==> src/rtl/hex_display_ctrl.sv <==
// Registered multi-digit hex display with byte push, zero blanking and blink.
// Optional blink hardware is enabled by defining HEXDISP_BLINK_EN.
module hex_display_ctrl #(
  parameter int NUM_DIGITS = 6,
  parameter int BLINK_DIV  = 25000000
) (
  input  logic                    CLOCK_50,
  input  logic                    reset,
  input  logic                    clear,
  input  logic                    load,
  input  logic [4*NUM_DIGITS-1:0] load_data,
  input  logic                    push,
  input  logic [7:0]              push_byte,
  input  logic                    lz_suppress,
  input  logic [NUM_DIGITS-1:0]   blink_mask,
  output logic [4*NUM_DIGITS-1:0] value,
  output logic [7*NUM_DIGITS-1:0] segs,
  output logic                    blink_phase
);

  localparam int VW = 4 * NUM_DIGITS;
  localparam int SW = 7 * NUM_DIGITS;

  function automatic logic [6:0] glyph(input logic [3:0] n);
    logic [6:0] g;
    unique case (n)
      4'h0: g = 7'b1000000;
      4'h1: g = 7'b1111001;
      4'h2: g = 7'b0100100;
      4'h3: g = 7'b0110000;
      4'h4: g = 7'b0011001;
      4'h5: g = 7'b0010010;
      4'h6: g = 7'b0000010;
      4'h7: g = 7'b1111000;
      4'h8: g = 7'b0000000;
      4'h9: g = 7'b0010000;
      4'hA: g = 7'b0001000;
      4'hB: g = 7'b0000011;
      4'hC: g = 7'b1000110;
      4'hD: g = 7'b0100001;
      4'hE: g = 7'b0000110;
      4'hF: g = 7'b0001110;
    endcase
    return g;
  endfunction

  logic [VW-1:0]         shifted;
  logic [NUM_DIGITS-1:0] blink_off;
  logic [NUM_DIGITS-1:0] blank;
  logic [SW-1:0]         segs_d;
  logic                  lead;

  // With only two digits the pushed byte replaces the whole value
  if (NUM_DIGITS > 2) begin : g_shift
    assign shifted = {value[VW-9:0], push_byte};
  end else begin : g_noshift
    assign shifted = push_byte;
  end

  always_ff @(posedge CLOCK_50 or posedge reset) begin
    if (reset) begin
      value <= '0;
    end else if (clear) begin
      value <= '0;
    end else if (load) begin
      value <= load_data;
    end else if (push) begin
      value <= shifted;
    end
  end

`ifdef HEXDISP_BLINK_EN
  localparam int CW = (BLINK_DIV > 2) ? $clog2(BLINK_DIV) : 1;

  logic [CW-1:0] blink_cnt;

  always_ff @(posedge CLOCK_50 or posedge reset) begin
    if (reset) begin
      blink_cnt   <= '0;
      blink_phase <= 1'b0;
    end else if (blink_cnt == CW'(BLINK_DIV - 1)) begin
      blink_cnt   <= '0;
      blink_phase <= ~blink_phase;
    end else begin
      blink_cnt <= blink_cnt + 1'b1;
    end
  end

  assign blink_off = blink_phase ? blink_mask : '0;
`else
  logic unused_mask;

  assign unused_mask = ^blink_mask;
  assign blink_phase = 1'b0;
  assign blink_off   = '0;
`endif

  // Blank from the top down while digits stay zero; digit 0 always shows
  always_comb begin
    lead   = lz_suppress;
    blank  = blink_off;
    segs_d = '1;
    for (int i = NUM_DIGITS - 1; i >= 1; i--) begin
      if (lead && (value[4*i +: 4] == 4'h0)) begin
        blank[i] = 1'b1;
      end else begin
        lead = 1'b0;
      end
    end
    for (int i = 0; i < NUM_DIGITS; i++) begin
      segs_d[7*i +: 7] = blank[i] ? 7'h7F : glyph(value[4*i +: 4]);
    end
  end

  always_ff @(posedge CLOCK_50 or posedge reset) begin
    if (reset) begin
      segs <= '1;
    end else begin
      segs <= segs_d;
    end
  end

endmodule

==> config.mk <==
export PLATFORM = sky130hd
export DESIGN_NAME = hex_display_ctrl
export DESIGN_NICKNAME = d
export VERILOG_FILES = /design/src/rtl/hex_display_ctrl.sv
export SDC_FILE = /design/constraint.sdc
export NUM_CORES = 1
export LEC_CHECK = 0
export CAP_MARGIN = 15
export CORE_ASPECT_RATIO = 2
export CORE_MARGIN = 3
export CORE_UTILIZATION = 50
export DETAILED_ROUTE_END_ITERATION = 10
export DONT_BUFFER_PORTS = 1
export PLACE_DENSITY = 0.62
export SLEW_MARGIN = 0
export SYNTH_ARGS = -nofsm -noshare
export SYNTH_HDL_FRONTEND = slang
export SYNTH_SLANG_ARGS = --single-unit
==> constraint.sdc <==
create_clock -name CLOCK_50 -period 2.5 [get_ports CLOCK_50]
set_input_delay 0.375 -clock CLOCK_50 [delete_from_list [all_inputs] [get_ports CLOCK_50]]
set_output_delay 0.375 -clock CLOCK_50 [all_outputs]
set_load 0.01 [all_outputs]
==> impl.org, run 1 <==
** Route
- The routed design uses roughly 4700 um of met2 wire.
- In the final routed layout, each cell accounts on average for about 17 um.
- Met3 wirelength from detailed routing :: ~650 um
- Final wirelength :: ~8500 um
- In the routed design, unresolved DRC markers number 0.
- Top layer reached by signal wires :: met4
- Routed metal-1 wirelength :: ~3000 um
- In the routed layout, each cell is associated on average with a via count of between 5 and 6.
- Post-DRT Antenna Nets :: 0
- Via count :: approximately 2,900
- Violation count after the first detailed-routing iteration :: 128
- Drt pass-1 iters :: 4

** Worst setup path
- Worst path cell trace :: inv_1 > ha_1 > nand4bb_4 > nor2_1 > nand4_2 > nand3_1
- STA classifies the critical path startpoint as a register.
- The worst setup path is of the reg2reg kind.
- Measured in cells, the most critical reg-to-reg path has a length of 6.
- The largest single stage delay on the critical path is 0.49 ns.
- R2R Path End :: segs[9]
- Element type at the critical path end :: register
- The number of buffers and inverters on the critical path is 1.
- Grouping stages by cell kind, the critical path spends the most delay in simple AND/OR/NAND/NOR gates.
- Slowest stage cell on the critical path :: dfrtp_1
- CP Max Fanout :: 7
- In this run the register-to-register setup slack is ~0.56 ns.
- Data arrives at the worst endpoint at approximately 2.2 ns.
- The startpoint identified for the worst register-to-register timing path is value[20].
- STA puts the critical path data required time at 2.77 ns.

** Cells and area
- Antenna diodes :: 0
- In the final layout, the multi-input gates occupy 2060 um2.
- Area grow syn2layout :: 8.28%
- Cells with a size suffix above 1 make up between 10% and 20% of the layout.
- The layout has between 700 and 800 filler cells.
- Final cell area excluding filler cells :: ~4300 um2
- Layout Utilization :: around 56%
- Total area of sequential cells :: approximately 1700 um2
- NumNets Final :: roughly 500

** Clock network
- Number of levels the H-tree was split into :: 3
- Clock tree from TritonCTS :: yes
- Clock sink count :: 66
- Total setup buffers inserted after CTS :: 0
- Clock transition at the registers of the reported paths :: about 0.05 ns
- Library cell used as clock root buffer :: clkbuf_16
- The number of gates resized after CTS was 0.
- Clock tree synthesis inserted a total of 9 buffers.
- CTS Buffer Depth :: 2
- Clock latency reported for the late side of the worst-skew pair :: around 0.32 ns
- Total of hold buffers inserted after clock tree synthesis :: 0

** Die
- In this run the core area contains 45 standard-cell rows.
- The die is approximately 70 um wide.
- Die footprint :: roughly 9100 um2
- Core area :: roughly 7700 um2
- For this configuration, the core starts out at a cell density of about 52%.
- Number of ports placed on the die boundary :: ~110
- Die span in y :: about 130 um

** Synth
- Most frequently used flop master after synthesis :: dfstp_2
- Cells taking the most area after synthesis :: dfstp_2 28%, dfrtp_1 15%, ha_1 11%
- Each instance of the synthesized netlist takes up on average roughly 9.4 um2.
- Sorting the synthesized cells by how often they occur yields 60 x nor2_1, 42 x dfstp_2, 41 x nand2_1, 37 x a21oi_1, 35 x mux2i_1.
- In this run, distinct cell masters in the synthesized netlist total 44.
- Synth Warn # :: 0
- Yosys top cell by area :: dfstp_2
- The synthesized design devotes to its leading area cell type 27.9% of total area.
- Counting every instance in the synthesized netlist gives between 400 and 500.
- Leading cell type by number of instances after synthesis :: nor2_1
- Register bit total from synthesis :: between 60 and 70
- Syn Std Cell Area :: just under 4000 um2
- Of the synthesized area, sequential elements account for between 40 and 50%.
- Ys async rst share :: 100%
- When the netlist entered floorplanning its net count stood at about 500.
- Number of enable-type register cells in the synthesized netlist :: 0

** Placement
- Once detailed placement completed, the half-perimeter wirelength came to 6330 um.
- RePlAce Congestion :: ~0.83
- In this run the cell area measured after placement is between 4000 and 5000 um2.
- The count of buffers added on input and output ports is 0.

** Status
- Run status :: finished clean

** Pwr
- Tot Pwr :: a little under 3000 uW
- The worst-case IR drop observed on VDD is 0.388 mV.
- Static Leakage :: approximately 0.0019 uW
- Power per cell area :: ~670 nW/um2

** Global route
- Total overflow reported by the global router :: 0
- In the global route stage, overall resource usage came out at between 20% and 30%.
- The number of global-route vias before repair came to 2,826.
- Global-route wire length before repair :: 14,000 um
- Pin count of the biggest net entering global routing :: 49
- The number of antenna violations at the first check in global routing was 0.

** Timing
- Between clock sinks in the finished design, the worst skew comes to 0.00566 ns.
- Endpoints failing setup :: 0
- The total count of hold-check failures in the final report is 0.
- For the pin with the worst max-slew slack, the measured transition is between 0.6 and 0.7 ns.
- For the final routed database, the setup TNS stands at 0 ns.
- Post-layout min period :: 1.94 ns
- Final period utilization :: 77.8%
- Highest attainable clock frequency :: between 500 and 600 MHz
- Unrepaired setup endpoints after global routing :: false
- The max-slew violation count is 0.
- Normalized max-slew margin :: about three fifths

** Worst hold path
- The path class of the tightest hold or removal check is in2async.

** Job
- Count of max-cap constraint violations :: 0
kinds of logic after synthesis:
kind of cell | synth area share (%)
other cells | 0.0947
simple gates | 17.0
mux | 10.6
fa+ha+maj | 10.7
buf+inv | 4.99
flops | 43.0
compound gates | 13.6
final cells by class:
| type | count | share of cell area (%) |
|---|---|---|
| Inverter | 23 | 2.01 |
| Sequential cell | 66 | 39.7 |
| Tap cell | 94 | 2.74 |
| Multi-Input combinational cell | 306 | 48.0 |
| Clock buffer | 16 | 6.10 |
| Timing Repair Buffer | 8 | 1.40 |
layer usage:
layer | vias up | GRT usage (%)
met2 | 93 | 35.6
met3 | 9 | 6.14
li1 | 1413 | -
met4 | 0 | 9.45
met5 | - | 0
met1 | 1349 | 21.9
cell usage in the layout, fill, tap and decap left out, types with 3 or more instances in the layout:
master,netlist,routed
a21oi_1,37,37
a22oi_1,5,5
a32oi_1,3,3
buf_4,1,8
clkbuf_1,18,6
clkbuf_16,0,9
dfrtp_1,24,24
dfstp_2,42,42
ha_1,34,34
inv_1,23,22
mux2i_1,35,35
nand2_1,41,41
nand2b_1,11,11
nand3_1,3,3
nor2_1,60,60
nor2b_1,6,6
nor3_1,7,7
o211ai_1,9,9
o21ai_0,27,27
power by group:
group | internal, uW | switching, uW | total, uW
registers | 1250 | 155 | 1400
clock network | 699 | 414 | 1110
logic | 165 | 200 | 365
flip-flops by register name, summed over array words and instances (netlist names):
register	count
value	24
segs	42
worst max path at each step:
stage          startpoint  endpoint  slack [ns]  cells after the start
2_1_floorplan       reset  value[0]        0.54                      1
3_3_place_gp    value[20]   segs[9]        0.59                      6
3_5_place_dp    value[20]   segs[9]        0.56                      6
4_1_cts         value[20]   segs[9]        0.55                      6
5_1_grt         value[20]  segs[23]        0.39                      6
6_report        value[20]   segs[9]        0.56                      6
stage by stage:
step / std cells / setup WS (ns) / hold WS [ns]
3_3_place_gp: 497 / 0.589 / 0.364
3_5_place_dp: 497 / 0.560 / 0.377
4_1_cts: 513 / 0.554 / 0.0242
2_1_floorplan: 420 / 0.540 / 0.441
6_report: 513 / 0.555 / 0.00807
5_1_grt: 513 / 0.391 / 0.0600
Power figures use the tool's default switching activity.
==> run 2: changes to the inputs <==
clock period = 1.9 ns   (was 2.5 ns; I/O delays follow)
==> run 2 against run 1 <==
Critical path depth unchanged. Via count rose by 2.5%. Total power is 36% higher. Critical path type unchanged. Largest power group unchanged.
==> impl.org, run 2 (same netlist as run 1, synthesis figures left out) <==
** Timing
- Unrepaired setup endpoints after global routing :: false
- Count of final hold-check violations :: 0 (unchanged)
- The slew at the pin with the worst max-slew slack is 0.576 ns (-0.0287 ns).
- Final period utilization :: 90.1% (+12 points)
- The max-slew violation count came to 0 (unchanged).
- Normalized max-slew margin :: 61.6% (+2.0 points)
- Worst-case clock skew :: 0.00553 ns (-0.000125 ns)
- The worst setup slack after layout is 0.189 ns (-0.366 ns).
- The maximum frequency from static timing analysis was 584 MHz (+14%).
- Post-layout min period :: 1.71 ns (-0.234 ns)
- Endpoints failing setup :: 0 (unchanged)
- Aggregate negative setup slack :: 0 ns (unchanged)

** Cells and area
- Leaving out fill and tap cells, the most frequent cells in the layout are 60 x nor2_1, 42 x dfstp_2, 41 x nand2_1, 37 x a21oi_1, 35 x mux2i_1.
- Ranked by flip-flop count, first place goes to segs.
- Number of flip-flops in the largest register :: 42 (unchanged)
- The number of fill cells in the layout is 713 (-3.9%).
- Registers with the most flip-flops :: segs (42), value (24)
- Fraction of layout cells with a size suffix above 1 :: 20.9% (+3.9 points)
- Area grow syn2layout :: 12.4%
- The total number of nets in the final design was 509 (+3.5%).
- Antenna diodes :: 0 (unchanged)
- Final cell area excluding filler cells :: 4450 um2 (+3.9%)
- Commonest non-fill, non-tap cell in the layout :: nor2_1

** Clock network
- Clock sink count :: 66 (unchanged)
- Clock transition at the registers of the reported paths :: 0.05 ns (about the same)
- The buffers inserted during post-CTS setup optimization came to 0 (unchanged).
- The clock network latency to the later pin of the worst-skew pair came to 0.33 ns (about the same).
- TritonCTS built the clock tree.
- TritonCTS buffer count :: 9 (unchanged)
- Library cell used as clock root buffer :: clkbuf_16
- Number of levels the H-tree was split into :: 3 (unchanged)
- The buffer depth of the longest clock path came to 2 (unchanged).
- The post-cts sizing count came to 0 (unchanged).

** Pwr
- The power density over cell area is 879 nW/um2 (+31%).
- The largest vdd supply drop came to 0.535 mV (+38%).
- Static Leakage :: 0.00202 uW (+5.8%)

** Die
- Number of ports placed on the die boundary :: 111 (unchanged)
- Die footprint :: 9090 um2 (unchanged)
- Die span in y :: 132 um (unchanged)
- Core area :: 7660 um2 (unchanged)
- Starting utilization of the core area :: 51.7% (unchanged)
- Cell Rows :: 45 (unchanged)
- Width of the die :: 68.9 um (unchanged)

** Route
- The number of vias per cell after detailed routing came to 5.54 (-0.77%).
- The violation count after the first detailed-routing iteration came to 117 (-8.6%).
- Final wirelength :: 8850 um (+3.6%)
- Post-DRT Antenna Nets :: 0 (unchanged)
- The via count of the routed design was 2,936 (+2.5%).
- Routed length per instance :: 16.7 um (+0.25%)
- The total DRC errors in the routed layout is 0 (unchanged).
- The number of iterations in the first detailed-routing pass was 4 (unchanged).

** Worst setup path
- STA classifies the critical path endpoint as a register.
- Setup slack of the worst register-to-register path :: 0.19 ns (-0.37 ns)
- The maximum fanout encountered on the critical timing path was 7 (unchanged).
- Number of cells on the worst reg-to-reg path :: 6 (unchanged)
- R2R Path End :: segs[9]
- STA classifies the critical path startpoint as a register.
- Launching point of the worst reg2reg path :: value[20]
- Critical path required time :: 2.17 ns (-0.60 ns)
- The critical path in this run is classified as reg2reg.
- The critical path starts at value[20].
- The data arrival time of the critical path came to 1.98 ns (-0.23 ns).

** Placement
- The weighted congestion at the end of routability-driven global placement came to 0.834 (about the same).
- The setup slack after placement was 0.180 ns (-0.380 ns).
- The number of port buffers is 0 (unchanged).
- The total cell area at the placement stage is 4160 um2 (+3.3%).
- The final HPWL from detailed placement is 6470 um (+2.2%).

** Global route
- The wire length of the first global-routing pass came to 14,200 um (+0.78%).
- Global-route layer with the greatest usage :: met2
- Pin count of the biggest net entering global routing :: 67 (+37%)
- Fraction of met1 tracks used by global routing :: 20.7% (-1.2 points)
- Initial antenna violation count :: 0 (unchanged)
- The met3 track utilization from global routing was 7.59% (+1.5 points).
- Met2 routing resource usage after global routing :: 37.0% (+1.4 points)
- Via count of the first global-routing pass :: 2,979 (+5.4%)
- Overall Global Routing Usage :: 21.0% (+0.34 points)
- Total overflow reported by the global router :: 0 (unchanged)

** Worst hold path
- The path with the worst hold slack has its endpoint at value[2].
- The worst hold path belongs to the class in2reg.
- Along the worst hold path, the cell count comes to 1.
- Worst min-delay path startpoint :: clear

** Status
- Run status :: finished clean

** Job
- Count of max-cap constraint violations :: 0 (unchanged)
==> run 2: timing repair <==
action / CTS / global route
hold buffers: 1 / 0
endpoints found under the setup margin: 0 / 0
hold endpoints to repair: 24 / 0
==> run 2: critical path, cell delays in order (launching register included) <==
cell	delay (ns)
dfrtp_1	0.37
inv_1	0.10
ha_1	0.27
nand4bb_4	0.19
nor2_1	0.30
nand4_2	0.26
nand3_1	0.14
==> run 2: where the power goes <==
| group | switching [uW] | leakage, uW | internal (uW) |
|---|---|---|---|
| clock | 565 | 0.000143 | 985 |
| sequential | 143 | 0.000757 | 1640 |
| combinational | 334 | 0.00112 | 248 |
| total | 1040 | 0.00202 | 2870 |
==> run 2: worst max-delay path by stage <==
stage                    end  slack [ns]
global route        segs[23]        0.03
floorplan           value[0]        0.03
detailed placement   segs[9]        0.18
CTS                  segs[9]        0.17
global placement    segs[21]        0.21
finish               segs[9]        0.19
==> run 2: through the flow <==
| stage | hold slack (ns) | total power, uW | instances | utilization (%) |
|---|---|---|---|---|
| 2_1_floorplan | 0.351 | 2250 | 420 | - |
| 3_3_place_gp | 0.269 | 2380 | 513 | 54.3 |
| 3_5_place_dp | 0.271 | 2400 | 513 | 54.3 |
| 4_1_cts | 0.00358 | 3970 | 530 | 58.2 |
| 5_1_grt | 0.00483 | 4130 | 530 | 58.2 |
| 6_report | 0.0110 | 3920 | 530 | 58.2 |
==> run 2: layout make-up <==
cell class              instances  area [um2]  area share (%)
clock inverters                 2        10.0           0.225
flip-flops and latches         66        1700            38.3
repair buffers                 25         203            4.55
multi-input cells             306        2060            46.2
well taps                      94         118            2.64
clock buffers                  14         274            6.15
inverters                      23        86.3            1.94
==> run 2: metal layers <==
layer  up-vias  wire length (um)
met1      1378              3120
met2        88              4850
li1       1456                 -
met4         0               234
met3        14               651
met5         -                 0
